File: config.mk
export PLATFORM = sky130hd
export DESIGN_NAME = module_knob_panel_ctrl_flat
export DESIGN_NICKNAME = d
export VERILOG_FILES = /design/src/rtl/module_knob_panel_ctrl_pkg.sv /design/src/rtl/module_knob_panel_ctrl_if.sv /design/src/rtl/module_knob_panel_ctrl_step_gen.sv /design/src/rtl/module_knob_panel_ctrl.sv /design/src/flat_wrapper.sv
export SDC_FILE = /design/constraint.sdc
export NUM_CORES = 1
export LEC_CHECK = 0
export CAP_MARGIN = 40
export CORE_UTILIZATION = 36
export CTS_BUF_LIST = sky130_fd_sc_hd__clkbuf_4 sky130_fd_sc_hd__clkbuf_8
export DETAILED_ROUTE_END_ITERATION = 12
export PLACE_DENSITY = 0.67
export SLEW_MARGIN = 20
export SYNTH_ARGS = -nofsm -noshare
export SYNTH_HDL_FRONTEND = slang
export SYNTH_HIERARCHICAL = 1
export SYNTH_SLANG_ARGS = --single-unit
File: constraint.sdc
create_clock -name qzt_clk -period 2.1 [get_ports qzt_clk]
set_input_delay 0.21 -clock qzt_clk [delete_from_list [all_inputs] [get_ports qzt_clk]]
set_output_delay 0.21 -clock qzt_clk [all_outputs]
set_load 0.02 [all_outputs]
File: src/rtl/module_knob_panel_ctrl_pkg.sv
// Shared encodings for the Mock8080 front-panel editor.
// Field/state codes double as the panel "field" display value.
package module_knob_pkg;

  typedef enum logic [1:0] {
    FIELD_ADDR_HI = 2'd0,
    FIELD_ADDR_LO = 2'd1,
    FIELD_DATA    = 2'd2,
    FIELD_WRITE   = 2'd3
  } field_e;

  localparam logic [7:0] STEP_FINE   = 8'd1;
  localparam logic [7:0] STEP_COARSE = 8'd16;

endpackage

File: src/rtl/module_knob_panel_ctrl_if.sv
// Memory write port of the front panel, also feeding the display.
// The controller is master; memory (or a bench) is slave.
interface module_knob_panel_ctrl_if;
  logic [15:0] addr;
  logic [7:0]  data;
  logic        wr_req;
  logic        wr_ack;
  logic        wr_err;

  modport master (
    output addr,
    output data,
    output wr_req,
    output wr_err,
    input  wr_ack
  );

  modport slave (
    input  addr,
    input  data,
    input  wr_req,
    input  wr_err,
    output wr_ack
  );
endinterface

File: src/rtl/module_knob_panel_ctrl_step_gen.sv
// Turns a rotary pulse/direction event into a signed byte step.
// Coarse steps need KNOB_ACCEL_EN; otherwise the step is always fine.
module module_knob_step_gen
  import module_knob_pkg::*;
`ifdef KNOB_ACCEL_EN
#(
  parameter int ACCEL_WINDOW = 2_000_000,
  parameter int CW = $clog2(ACCEL_WINDOW + 1)
)
`endif
(
  input  logic              pulse,
  input  logic              direction,
`ifdef KNOB_ACCEL_EN
  input  logic [CW-1:0]     gap,
`endif
  output logic signed [7:0] step,
  output logic              step_valid
);

  logic [7:0] mag;

`ifdef KNOB_ACCEL_EN
  assign mag = (gap < CW'(ACCEL_WINDOW)) ? STEP_COARSE : STEP_FINE;
`else
  assign mag = STEP_FINE;
`endif

  assign step = direction ? signed'(mag) : -signed'(mag);
  assign step_valid = pulse;

endmodule

File: src/rtl/module_knob_panel_ctrl.sv
// Front-panel edit controller: ADDR_HI -> ADDR_LO -> DATA -> WRITE.
// Optional KNOB_ACCEL_EN enables coarse steps on fast rotation.
module module_knob_panel_ctrl
  import module_knob_pkg::*;
#(
  parameter int ACK_TIMEOUT  = 255,
  parameter int ACCEL_WINDOW = 2_000_000
)(
  input  logic                      qzt_clk,
  input  logic                      reset,
  input  logic                      pulse,
  input  logic                      direction,
  input  logic                      btn,
  output logic [1:0]                field,
  module_knob_panel_ctrl_if.master  wr
);

  if (ACK_TIMEOUT < 1 || ACK_TIMEOUT > 65535 || ACCEL_WINDOW < 1) begin : g_bad_cfg
    $error("module_knob_panel_ctrl: bad ACK_TIMEOUT/ACCEL_WINDOW");
  end

  localparam logic [15:0] TO_LAST = 16'(ACK_TIMEOUT - 1);

  field_e            state;
  logic [15:0]       addr_q;
  logic [7:0]        data_q;
  logic              req_q;
  logic              err_q;
  logic              btn_old;
  logic [15:0]       to_cnt;
  logic              press;
  logic signed [7:0] step;
  logic [7:0]        step_u;
  logic              step_valid;

  assign press  = btn & ~btn_old;
  assign step_u = step;

`ifdef KNOB_ACCEL_EN
  localparam int CW = $clog2(ACCEL_WINDOW + 1);
  localparam logic [CW-1:0] GAP_MAX = CW'(ACCEL_WINDOW);

  logic [CW-1:0] gap_q;
  logic          step_take;

  // Only steps that actually edit a field restart the gap measurement.
  assign step_take = step_valid & ~press & (state != FIELD_WRITE);

  always_ff @(posedge qzt_clk) begin
    if (reset)
      gap_q <= GAP_MAX;
    else if (step_take)
      gap_q <= CW'(1);
    else if (gap_q != GAP_MAX)
      gap_q <= gap_q + CW'(1);
  end

  module_knob_step_gen #(
    .ACCEL_WINDOW (ACCEL_WINDOW),
    .CW           (CW)
  ) u_step (
    .pulse      (pulse),
    .direction  (direction),
    .gap        (gap_q),
    .step       (step),
    .step_valid (step_valid)
  );
`else
  module_knob_step_gen u_step (
    .pulse      (pulse),
    .direction  (direction),
    .step       (step),
    .step_valid (step_valid)
  );
`endif

  always_ff @(posedge qzt_clk) begin
    if (reset) begin
      state   <= FIELD_ADDR_HI;
      addr_q  <= '0;
      data_q  <= '0;
      req_q   <= 1'b0;
      err_q   <= 1'b0;
      btn_old <= 1'b0;
      to_cnt  <= '0;
    end else begin
      btn_old <= btn;
      unique case (state)
        FIELD_ADDR_HI: begin
          if (press)
            state <= FIELD_ADDR_LO;
          else if (step_valid)
            addr_q[15:8] <= addr_q[15:8] + step_u;
        end
        FIELD_ADDR_LO: begin
          if (press)
            state <= FIELD_DATA;
          else if (step_valid)
            addr_q[7:0] <= addr_q[7:0] + step_u;
        end
        FIELD_DATA: begin
          if (press) begin
            state  <= FIELD_WRITE;
            req_q  <= 1'b1;
            to_cnt <= '0;
          end else if (step_valid) begin
            data_q <= data_q + step_u;
          end
        end
        FIELD_WRITE: begin
          // Ack wins over a timeout landing on the same edge.
          if (wr.wr_ack) begin
            state  <= FIELD_DATA;
            req_q  <= 1'b0;
            err_q  <= 1'b0;
            addr_q <= addr_q + 16'd1;
          end else if (to_cnt == TO_LAST) begin
            state <= FIELD_DATA;
            req_q <= 1'b0;
            err_q <= 1'b1;
          end else begin
            to_cnt <= to_cnt + 16'd1;
          end
        end
      endcase
    end
  end

  assign field     = state;
  assign wr.addr   = addr_q;
  assign wr.data   = data_q;
  assign wr.wr_req = req_q;
  assign wr.wr_err = err_q;

endmodule

File: src/flat_wrapper.sv
// flat-port wrapper written by rule: the top's interface ports become plain ports
module module_knob_panel_ctrl_flat import module_knob_pkg::*;
#(
  parameter int ACK_TIMEOUT  = 255,
  parameter int ACCEL_WINDOW = 2_000_000
)
  (qzt_clk, reset, pulse, direction, btn, field, wr_addr, wr_data, wr_wr_req, wr_wr_err, wr_wr_ack);
  module_knob_panel_ctrl_if wr_i ();
  input  logic qzt_clk;
  input  logic reset;
  input  logic pulse;
  input  logic direction;
  input  logic btn;
  output logic [1:0] field;
  output wire logic [$bits(wr_i.addr)-1:0] wr_addr;
  output wire logic [$bits(wr_i.data)-1:0] wr_data;
  output wire logic [$bits(wr_i.wr_req)-1:0] wr_wr_req;
  output wire logic [$bits(wr_i.wr_err)-1:0] wr_wr_err;
  input wire logic [$bits(wr_i.wr_ack)-1:0] wr_wr_ack;
  assign wr_addr = wr_i.addr;
  assign wr_data = wr_i.data;
  assign wr_wr_req = wr_i.wr_req;
  assign wr_wr_err = wr_i.wr_err;
  assign wr_i.wr_ack = wr_wr_ack;
  module_knob_panel_ctrl #(.ACK_TIMEOUT(ACK_TIMEOUT), .ACCEL_WINDOW(ACCEL_WINDOW)) u_core (.qzt_clk(qzt_clk), .reset(reset), .pulse(pulse), .direction(direction), .btn(btn), .field(field), .wr(wr_i));
endmodule
==> summary.txt <==
Synthesis
  • Synth Cell Area: 0.003187 sq mm
  • Synth Flop Type: dfxtp_1
  • Seq/Total Area, Yosys: between 20% and 30%
  • Post-synth top area cell: dfxtp_1
  • Synth warn: 6
  • Yosys cell types: 60
  • Post-synth ARST share: 0%
  • Area share of the largest cell type after synthesis: ~28%
  • Syn Inst Count: 396
  • Syn_area_per_cell: 8.047 sq um
  • Synth Net Count: 429
  • Post-synth EDFFs: 0
  • Synth area leaders: dfxtp_1 (28%), ha_1 (9.4%), nor2_1 (5.9%)
  • Register bit count reported by yosys: between 40 and 50

Placement
  • # port buffers: 33
  • Pre-CTS WS: -0.6193 ns
  • RD Place Congestion: around 0.84
  • DP HPWL: 5.957 mm

Clock network
  • CTS tree: done
  • TritonCTS buffer count: 5
  • Clock Latency Late Sink: 0.30 ns
  • H-tree depth: 2
  • Cts hold-fix bufs: 0
  • Clk slew on worst S/H paths: 0.09 ns
  • TritonCTS sink count: 45
  • Clock root cell: clkbuf_8
  • CTS Buffer Depth: 2

STA
  • RSZ-0062 raised after global routing: true
  • Post-route setup TNS: 0 ns
  • Fin. max-slew vios: 0
  • Final Skew: 0.005745 ns
  • Min Tclk post-route: 2.075 ns
  • Worst slew pin tran: 0.5710 ns
  • Slew headroom: 61.79%
  • Final worst-path cycle share: 98.83%
  • Hold WS: 0.4932 ns
  • Achievable clock frequency: 481.8 MHz
  • Fin. Hold Viols: 0
  • Final setup vio count: 0
  • Worst Slack Setup Final: roughly 0.025 ns

Route
  • DRC viols: 0
  • Initial DRC Count: approximately 170
  • Routed len/inst: roughly 14 um
  • Final WL: 8.097 mm
  • First-pass DRT Iterations: 4
  • Post-route ant nets: 0
  • Vias: 3,055
  • Via density: about 5.3

Global route
  • Vias in the first global route: ~3,000
  • Total track usage: a little under a fifth
  • Largest net degree at the start of global routing: 22
  • First-pass GRT wire length: 13.20 mm
  • Initial antenna violation count: 0
  • GRT overflow: 0

Floorplan
  • I/O pin count: 34
  • Die area: about 0.0092 sq mm
  • Row cnt: 33
  • Initial Util: 38.02%
  • Die Span Y: approximately 96 um
  • Die W: 96.09 um
  • Core ar.: between 0.008 and 0.009 sq mm

Cells and area
  • Ant diodes: 0
  • Layout area overhead: 28.94%
  • Most common cell after layout, fill and taps aside: buf_4
  • Most frequent cells in the layout: buf_4 (52), nor2_1 (49), dfxtp_1 (41)
  • Fillcell total: between 800 and 900
  • Nets@finish: 500
  • Share of layout cells above drive strength 1: 20.09%

Outcome
  • Run status: completed

Worst setup path
  • Crit-path max FO: 2
  • CP Cell Sequence: ha_2 > inv_1 > fa_1 > nor2b_2 > o21ai_1 > a21boi_1 > o21ai_1 > or4_1 > nand3_1
  • Critical-path top delay cell: or4_1
  • Worst path required time: 2.34 ns
  • CP Data Arrival Time: 2.32 ns
  • CP most frequent cell: o21ai_1
  • CP peak stage delay: 0.40 ns
  • CP Capture Type: flip-flop
  • CP startpoint kind: flip-flop
  • Crit Path Class: reg2reg

Power and ir drop
  • Peak supply drop: around 0.24 mV
  • Pwr dens: 496.3 mW/mm^2
  • Leak: 1.636 nW

Run
  • MaxCap Viol Count: 0

Hold path
  • Hold crit path type: reg2reg
==> repair_timing <==
action                                  4_1_cts  5_1_grt
endpoints found under the setup margin        9        9
buffers inserted                              2        3
cloned                                        0        1
pin swaps                                     2        6
gates resized for setup                       8       18
==> cell usage after synthesis, types with 9 or more instances <==
cell type / n
o21ai_0: 20
dfxtp_1: 45
a21oi_1: 30
nand3_1: 15
nand2_1: 31
ha_1: 24
nor2b_1: 11
xnor2_1: 11
xor2_1: 15
nor2_1: 50
inv_1: 17
nand4_1: 9
==> state kept, by name, summed over array words and instances, names as in the netlist <==
signal            flops
u_core/btn_old        1
u_core/field          2
u_core/to_cnt        16
u_core/wr.addr       16
u_core/wr.data        8
u_core/wr.wr_err      1
u_core/wr.wr_req      1
==> metal layers <==
metal / part of all wire, % / vias to the layer above / track usage [%]
li1: - / 1547 / -
met1: 47 / 1438 / 22.96
met2: 48 / 64 / 31.91
met3: 4.2 / 6 / 2.686
met4: 0.67 / 0 / 4.478
met5: 0 / - / 0
==> metrics by stage <==
stage          total power [mW]  instance area (sq um)  util [%]  std cells
2_1_floorplan             1.255                   3209         -        396
3_3_place_gp              1.452                   3899     46.51        559
3_5_place_dp              1.467                   3899     46.51        559
4_1_cts                   2.041                   4018     47.93        569
5_1_grt                   2.151                   4109     49.02        573
6_report                  2.039                   4109     49.02        573
==> where the power goes <==
| part | switching [mW] | internal (mW) | leakage (nW) | total, mW |
|---|---|---|---|---|
| clock | 0.319 | 0.248 | 0.0408 | 0.567 |
| sequential | 0.0400 | 0.885 | 0.367 | 0.925 |
| combinational | 0.274 | 0.273 | 1.23 | 0.547 |
==> final cells by class <==
type	count	area, sq um	share of cell area [%]
flip-flops and latches	45	905.9	22.05
inverters	17	67.56	1.644
well taps	105	131.4	3.197
repair buffers	87	738.2	17.97
clock buffers	6	76.32	1.857
multi-input cells	311	2175	52.92
clock inverters	2	15.01	0.3654
==> critical path: cells and delay by family (launching register included) <==
family | cells | cell delay, ns
simple gates | 3 | 0.64
fa+ha+maj | 2 | 0.57
compound gates | 3 | 0.43
flops | 1 | 0.34
buf+inv | 1 | 0.05
==> final timing paths <==
check,slack (ns),startpoint,cells after the start,endpoint
worst min-delay path,0.49,u_core/wr.wr_req,2,u_core/wr.wr_req
worst min register to register,0.49,u_core/wr.wr_req,2,u_core/wr.wr_req
worst max register to register,0.02,u_core/wr.data[0],9,u_core/wr.data[6]
worst max-delay path,0.02,u_core/wr.data[0],9,u_core/wr.data[6]
==> cells by family (layout without fill, tap and decap cells) <==
family                     after synthesis  after routing  share of synthesized area (%)
and+or+nand+nor                        159            160                          26.27
DFF                                     45             45                          28.27
AOI/OAI and AO/OA                       88             88                          17.71
adders and majority gates               27             27                          11.31
xor gates and xnor gates                26             26                          7.146
muxes                                    9              9                          2.905
buffers and inverters                   41            112                          6.282
other                                    1              1                         0.1177
Power figures use the tool's default switching activity.
